===== src/rtl/bcd_seg_pkg.sv =====
// rtl/bcd_seg_pkg.sv - shared BCD type, segment patterns and decoder
package bcd_seg_pkg;

   typedef logic [3:0] bcd_t;

   // Common-anode segments, active-low, ordered {g,f,e,d,c,b,a}
   localparam logic [6:0] SEG_BLANK = 7'h7F;
   localparam logic [6:0] SEG_DIGIT [0:9] = '{
      7'b1000000, 7'b1111001, 7'b0100100, 7'b0110000, 7'b0011001,
      7'b0010010, 7'b0000010, 7'b1111000, 7'b0000000, 7'b0010000
   };

   function automatic logic [6:0] bcd_to_seg(bcd_t d);
      logic [6:0] s;
      case (d)
         4'd0:    s = SEG_DIGIT[0];
         4'd1:    s = SEG_DIGIT[1];
         4'd2:    s = SEG_DIGIT[2];
         4'd3:    s = SEG_DIGIT[3];
         4'd4:    s = SEG_DIGIT[4];
         4'd5:    s = SEG_DIGIT[5];
         4'd6:    s = SEG_DIGIT[6];
         4'd7:    s = SEG_DIGIT[7];
         4'd8:    s = SEG_DIGIT[8];
         4'd9:    s = SEG_DIGIT[9];
         default: s = SEG_BLANK;
      endcase
      return s;
   endfunction

endpackage


===== src/rtl/bcd_seg_scan_if.sv =====
// rtl/bcd_seg_scan_if.sv - BCD input and multiplexed display bundle
interface bcd_seg_scan_if #(
   parameter int DIGITS = 4
);
   import bcd_seg_pkg::*;

   bcd_t              bcd_in;
   logic [6:0]        seg;
   logic [DIGITS-1:0] an;
   logic              wrap;

   modport master (output bcd_in, input seg, input an, input wrap);
   modport slave  (input bcd_in, output seg, output an, output wrap);

endinterface


===== src/rtl/bcd_digit_cnt.sv =====
// rtl/bcd_digit_cnt.sv - one decimal stage of the wrap-count cascade
module bcd_digit_cnt
   import bcd_seg_pkg::*;
(
   input  logic clk,
   input  logic rst,
   input  logic inc,
   output bcd_t q,
   output logic carry
);

   assign carry = inc && (q == 4'd9);

   always_ff @(posedge clk) begin
      if (rst) begin
         q <= '0;
      end else if (inc) begin
         q <= carry ? 4'd0 : q + 4'd1;
      end
   end

endmodule


===== src/rtl/bcd_seg_scan.sv =====
// rtl/bcd_seg_scan.sv - BCD wrap-count extender and 7-seg scanner; option BCD_SEG_SCAN_LEADING_BLANK_EN
module bcd_seg_scan
   import bcd_seg_pkg::*;
#(
   parameter int DIGITS      = 4,
   parameter int REFRESH_DIV = 50000
) (
   input  logic          clk,
   input  logic          rst,
   bcd_seg_scan_if.slave bus
);

   localparam int CNT_W = $clog2(REFRESH_DIV);
   localparam int IDX_W = $clog2(DIGITS);

   bcd_t              bcd_q;
   logic              wrap_det;
   logic              wrap_r;
   logic [CNT_W-1:0]  refresh_cnt;
   logic [IDX_W-1:0]  idx;
   logic [6:0]        seg_r;
   logic [6:0]        seg_next;
   logic [DIGITS-1:0] an_r;
   logic [DIGITS-1:0] blank_mask;

   logic [DIGITS-1:1] stage_inc;
   logic [DIGITS-1:1] stage_carry;
   bcd_t              upper_q   [1:DIGITS-1];
   bcd_t              digit_val [0:DIGITS-1];
   logic              rollover_unused;

   // 9 and 0 are both valid codes, so invalid transitions can never match
   assign wrap_det = (bcd_q == 4'd9) && (bus.bcd_in == 4'd0);

   for (genvar k = 1; k < DIGITS; k++) begin : g_stage
      if (k == 1) begin : g_first
         assign stage_inc[k] = wrap_det;
      end else begin : g_next
         assign stage_inc[k] = stage_carry[k-1];
      end

      bcd_digit_cnt u_cnt (
         .clk   (clk),
         .rst   (rst),
         .inc   (stage_inc[k]),
         .q     (upper_q[k]),
         .carry (stage_carry[k])
      );
   end

   // All-9s rolls silently to all-0s
   assign rollover_unused = stage_carry[DIGITS-1];

   always_comb begin
      digit_val[0] = bcd_q;
      for (int k = 1; k < DIGITS; k++) begin
         digit_val[k] = upper_q[k];
      end
   end

`ifdef BCD_SEG_SCAN_LEADING_BLANK_EN
   // Blank an upper digit when it and every digit above it are zero
   always_comb begin
      logic all_zero;
      all_zero   = 1'b1;
      blank_mask = '0;
      for (int k = DIGITS - 1; k >= 1; k--) begin
         all_zero      = all_zero && (upper_q[k] == 4'd0);
         blank_mask[k] = all_zero;
      end
   end
`else
   assign blank_mask = '0;
`endif

   always_comb begin
      seg_next = bcd_to_seg(digit_val[idx]);
      if (blank_mask[idx]) begin
         seg_next = SEG_BLANK;
      end
   end

   always_ff @(posedge clk) begin
      if (rst) begin
         bcd_q       <= '0;
         wrap_r      <= 1'b0;
         refresh_cnt <= '0;
         idx         <= '0;
         seg_r       <= SEG_BLANK;
         an_r        <= '1;
      end else begin
         bcd_q  <= bus.bcd_in;
         wrap_r <= wrap_det;
         seg_r  <= seg_next;
         an_r   <= ~(DIGITS'(1) << idx);
         if (refresh_cnt == CNT_W'(REFRESH_DIV - 1)) begin
            refresh_cnt <= '0;
            idx         <= (idx == IDX_W'(DIGITS - 1)) ? '0 : idx + 1'b1;
         end else begin
            refresh_cnt <= refresh_cnt + 1'b1;
         end
      end
   end

   assign bus.seg  = seg_r;
   assign bus.an   = an_r;
   assign bus.wrap = wrap_r;

endmodule


===== src/flat_wrapper.sv =====
// flat-port wrapper written by rule: the top's interface ports become plain ports
module bcd_seg_scan_flat import bcd_seg_pkg::*;
#(
   parameter int DIGITS      = 4,
   parameter int REFRESH_DIV = 50000
)
  (clk, rst, bus_bcd_in, bus_seg, bus_an, bus_wrap);
  bcd_seg_scan_if #(.DIGITS(DIGITS)) bus_i ();
  input  logic clk;
  input  logic rst;
  input wire logic [$bits(bus_i.bcd_in)-1:0] bus_bcd_in;
  output wire logic [$bits(bus_i.seg)-1:0] bus_seg;
  output wire logic [$bits(bus_i.an)-1:0] bus_an;
  output wire logic [$bits(bus_i.wrap)-1:0] bus_wrap;
  assign bus_i.bcd_in = bus_bcd_in;
  assign bus_seg = bus_i.seg;
  assign bus_an = bus_i.an;
  assign bus_wrap = bus_i.wrap;
  bcd_seg_scan #(.DIGITS(DIGITS), .REFRESH_DIV(REFRESH_DIV)) u_core (.clk(clk), .rst(rst), .bus(bus_i));
endmodule

===== config.mk =====
export PLATFORM = sky130hd
export DESIGN_NAME = bcd_seg_scan_flat
export DESIGN_NICKNAME = d
export VERILOG_FILES = /design/src/rtl/bcd_seg_pkg.sv /design/src/rtl/bcd_seg_scan_if.sv /design/src/rtl/bcd_digit_cnt.sv /design/src/rtl/bcd_seg_scan.sv /design/src/flat_wrapper.sv
export SDC_FILE = /design/constraint.sdc
export NUM_CORES = 1
export LEC_CHECK = 0
export CAP_MARGIN = 20
export CELL_PAD_IN_SITES_DETAIL_PLACEMENT = 0
export CELL_PAD_IN_SITES_GLOBAL_PLACEMENT = 1
export CORE_ASPECT_RATIO = 1.25
export CORE_MARGIN = 2
export CORE_UTILIZATION = 46
export CTS_BUF_LIST = sky130_fd_sc_hd__clkbuf_8
export DETAILED_ROUTE_END_ITERATION = 6
export PLACE_DENSITY = 0.8
export SLEW_MARGIN = 15
export SYNTH_ARGS = -nofsm -noshare
export SYNTH_HDL_FRONTEND = slang
export SYNTH_SLANG_ARGS = --single-unit

===== constraint.sdc =====
create_clock -name clk -period 2.45 [get_ports clk]
set_input_delay 0.245 -clock clk [delete_from_list [all_inputs] [get_ports clk]]
set_output_delay 0.245 -clock clk [all_outputs]
set_load 0.01 [all_outputs]

==> qor.json <==
{
  "run_status": "finished clean",
  "critical_path.reg2reg.endpoint": "u_core.bus.seg[4]",
  "routed_wirelength_mm": 3.777,
  "io-pin-count": 18,
  "die_w_um": 65.22,
  "dpl.cell_count": 293,
  "wl_per_cell_um": 12.59,
  "worst_setup_path_endpoint": "u_core.bus.seg[4]",
  "worstMarginPinSlew_ps": 561.7,
  "cts_buffers": 5,
  "final_max_tran_viols": 0,
  "final_net_count": 264,
  "largest_delay_share_family_worst_path": "multiplexers",
  "synth_warnings": 0,
  "buffers_inserted_by_post_cts_timing_repair": 0,
  "critical_path_peak_fanout": 8,
  "cp_num_buf_inv": 1,
  "synthFlopType": "dfxtp_1",
  "antenna_found_initial": 0,
  "final.min_clock_period_ps": 1996,
  "critPathLaunchType": "register",
  "cp_data_arrival_time_ps": 2180,
  "pin_count_of_the_biggest_net_entering_global_routing": 24,
  "postRouteAntennaNets": 0,
  "reg2regPathDepth": 6,
  "rsz0062_at_grt": "no",
  "finalHoldWorstSlack_ps": 473.6,
  "timing.critical_path.from": "u_core.idx[1]",
  "power_per_cell_area_nw_per_um2": 525.9,
  "slowest_delay_ps": 600,
  "power.leakage_nw": 0.9134,
  "synth_largest_area_cell": "dfxtp_1",
  "syn-cell-area_um2": 2155,
  "synth_seq_cells": 46,
  "num_vias": 1563,
  "antennaDiodeCount": 0,
  "global_route_wire_length_before_repair_mm": 6.541,
  "setup-tns-final_ps": 0,
  "hold_viol": 0,
  "row_count": 27,
  "clk_path_buf_depth": 2,
  "ordered_list_of_cells_on_the_worst_path": "mux4_2, inv_1, ha_1, nor2b_1, mux2i_1, or2_1",
  "most_repeated_cell_in_the_gate_level_netlist_after_synthesis": "dfxtp_1",
  "dieHeight_um": 80.52,
  "groute.layer.met3.usage_pct": 4.342,
  "layout.cells.non_filler": 300,
  "number_of_global_route_vias_before_repair": 1531,
  "synth.area.top_cells": "dfxtp_1 (43%), ha_1 (9.3%), xnor2_1 (4.5%), mux4_2 (4.2%), nor2_1 (3.8%)",
  "portion_of_the_post_synthesis_area_used_by_sequential_elements_pct": 42.74,
  "final_setup_viols": 0,
  "async_reset_ff_share_pct": 0,
  "clock_sink_count": 46,
  "maxClockFrequency_mhz": 501.1,
  "synth_edf_count": 0,
  "layout-area-overhead-vs-synth_pct": 14.46,
  "postSynthCellCount": 222,
  "peak_supply_drop_mv": 0.3591,
  "ctsHoldBuffers": 0,
  "routed_via_density": 5.210,
  "timing.hold.worst.class": "reg2reg",
  "floorplan.core_area_um2": 4459,
  "crit_path_end_kind": "register",
  "globalRouteTotalUtil_pct": 16.22,
  "cts-resized-gates": 0,
  "gr-usage-met2_pct": 31.02,
  "slowest_stage": "mux4_2",
  "r2r_start": "u_core.idx[1]",
  "cts.reportedPaths.clkPinSlew_ps": 80,
  "layer_carrying_the_most_global_route_usage": "met2",
  "worst_ep_required_time_ps": 2630,
  "drv.max_cap_violation_count": 0,
  "drc": 0,
  "synth_cell_type_count": 41,
  "layout_worst_path_cycle_share_pct": 81.46,
  "slew_headroom_pct": 62.55,
  "design.die.area_um2": 5251,
  "grt.overflow.total": 0,
  "initial_core_util_pct": 48.32,
  "syn_avg_cell_area_um2": 9.705,
  "reg2reg_setup_slack_ps": 450,
  "synth_fp_nets": 244,
  "synth_largest_type_area_fraction_pct": 42.74,
  "first_iter_violations": 47,
  "worstSetupPathDepth": 6,
  "total_half_perimeter_wirelength_after_legalization_and_detailed_placement_mm": 2.845,
  "criticalPathCategory": "reg2reg",
  "gp_congestion": 0.7444,
  "tritoncts_clock_tree": "built",
  "detail_route.first_pass.iterations": 4,
  "fin_skew_ps": 3.500,
  "cts_root_buffer": "clkbuf_8",
  "worst_skew_pair.late_latency_ps": 290,
  "synth_common_cells": "dfxtp_1 (46), nor2_1 (22), ha_1 (16)",
  "power_mw": 1.297,
  "met1_usage_pct": 16.55,
  "htree_levels": 2,
  "port_buffers": 17,
  "post_route_cells_drive_above_1_share_pct": 8.264
}
## worst reg2reg max path: cells and delay by family, from the launching register on
family / cells / cell delay [ps]
multiplexers: 2 / 690
flip-flops: 1 / 540
AND/OR/NAND/NOR: 2 / 360
buffers and inverters: 1 / 150
adder cells (fa/ha/maj): 1 / 150
## final cells by class
class / instances / area, µm²
Tap cell: 58 / 72.57
Sequential cell: 46 / 920.9
Clock inverter: 2 / 11.26
Multi-Input combinational cell: 155 / 1151
Timing Repair Buffer: 19 / 185.2
Clock buffer: 5 / 68.82
Inverter: 15 / 56.30
Fill cell: 448 / 1993
## cells in the final DEF (no fill, tap or decap), types with 4 or more instances in the layout
master / instances
dfxtp_1: 46
nor2_1: 22
clkdlybuf4s50_1: 17
inv_1: 16
ha_1: 16
xnor2_1: 11
a21oi_1: 10
nand2_1: 8
nor2b_1: 8
nand3_1: 7
o21ai_0: 7
or3_1: 7
nand2b_1: 6
xor2_1: 6
nand4_1: 5
nor3_1: 5
clkbuf_8: 5
mux4_2: 4
nor4_1: 4
## metal layers
| layer | wire (µm) | vias to the layer above |
|---|---|---|
| met3 | 120 | 5 |
| met5 | 0 | - |
| met2 | 1997 | 21 |
| met4 | 55 | 0 |
| li1 | - | 802 |
| met1 | 1604 | 735 |
## kinds of logic (layout without fill, tap and decap cells)
logic type	count (synthesis)	after routing	share of synthesized area (%)
AO/OA/AOI/OAI	24	24	6.388
buffers and inverters	21	41	3.832
adder cells (fa/ha/maj)	16	16	9.291
multiplexers	7	7	5.575
XOR/XNOR	17	17	6.910
flip-flops	46	46	42.74
AND/OR/NAND/NOR	91	91	25.26
## per-stage QoR
step,setup slack (ps),instance area (µm²),utilization (%)
final,454.3,2466,55.30
after detailed placement,423.8,2386,53.51
after global placement,439.4,2386,53.51
after global routing,307.5,2466,55.30
after CTS,438.5,2466,55.30
after floorplan,588.4,2155,-
## power breakdown
group	total, mW	leakage, nW	switching, mW	internal, mW
logic	0.0970	0.497	0.0470	0.0499
clock network	0.425	0.0414	0.233	0.191
registers	0.775	0.375	0.00912	0.766
## worst min path at each step
stage / slack [ps] / cells past startpoint / endpoint / start
after CTS: 480 / 1 / u_core.refresh_cnt[0] / u_core.refresh_cnt[0]
after global routing: 500 / 1 / u_core.refresh_cnt[0] / u_core.refresh_cnt[0]
after global placement: 450 / 1 / u_core.refresh_cnt[0] / u_core.refresh_cnt[0]
after detailed placement: 460 / 1 / u_core.refresh_cnt[0] / u_core.refresh_cnt[0]
final: 470 / 1 / u_core.refresh_cnt[0] / u_core.refresh_cnt[0]
after floorplan: 330 / 1 / u_core.g_stage[1].u_cnt.q[1] / rst
## registers in the layout, indices dropped and copies added, names as in the netlist
signal and count:
u_core.bcd_q 4, u_core.bus.an 4, u_core.bus.seg 7, u_core.bus.wrap 1
u_core.g_stage.u_cnt.q 12, u_core.idx 2, u_core.refresh_cnt 16
Note: power is estimated with default switching activity, not from simulation.
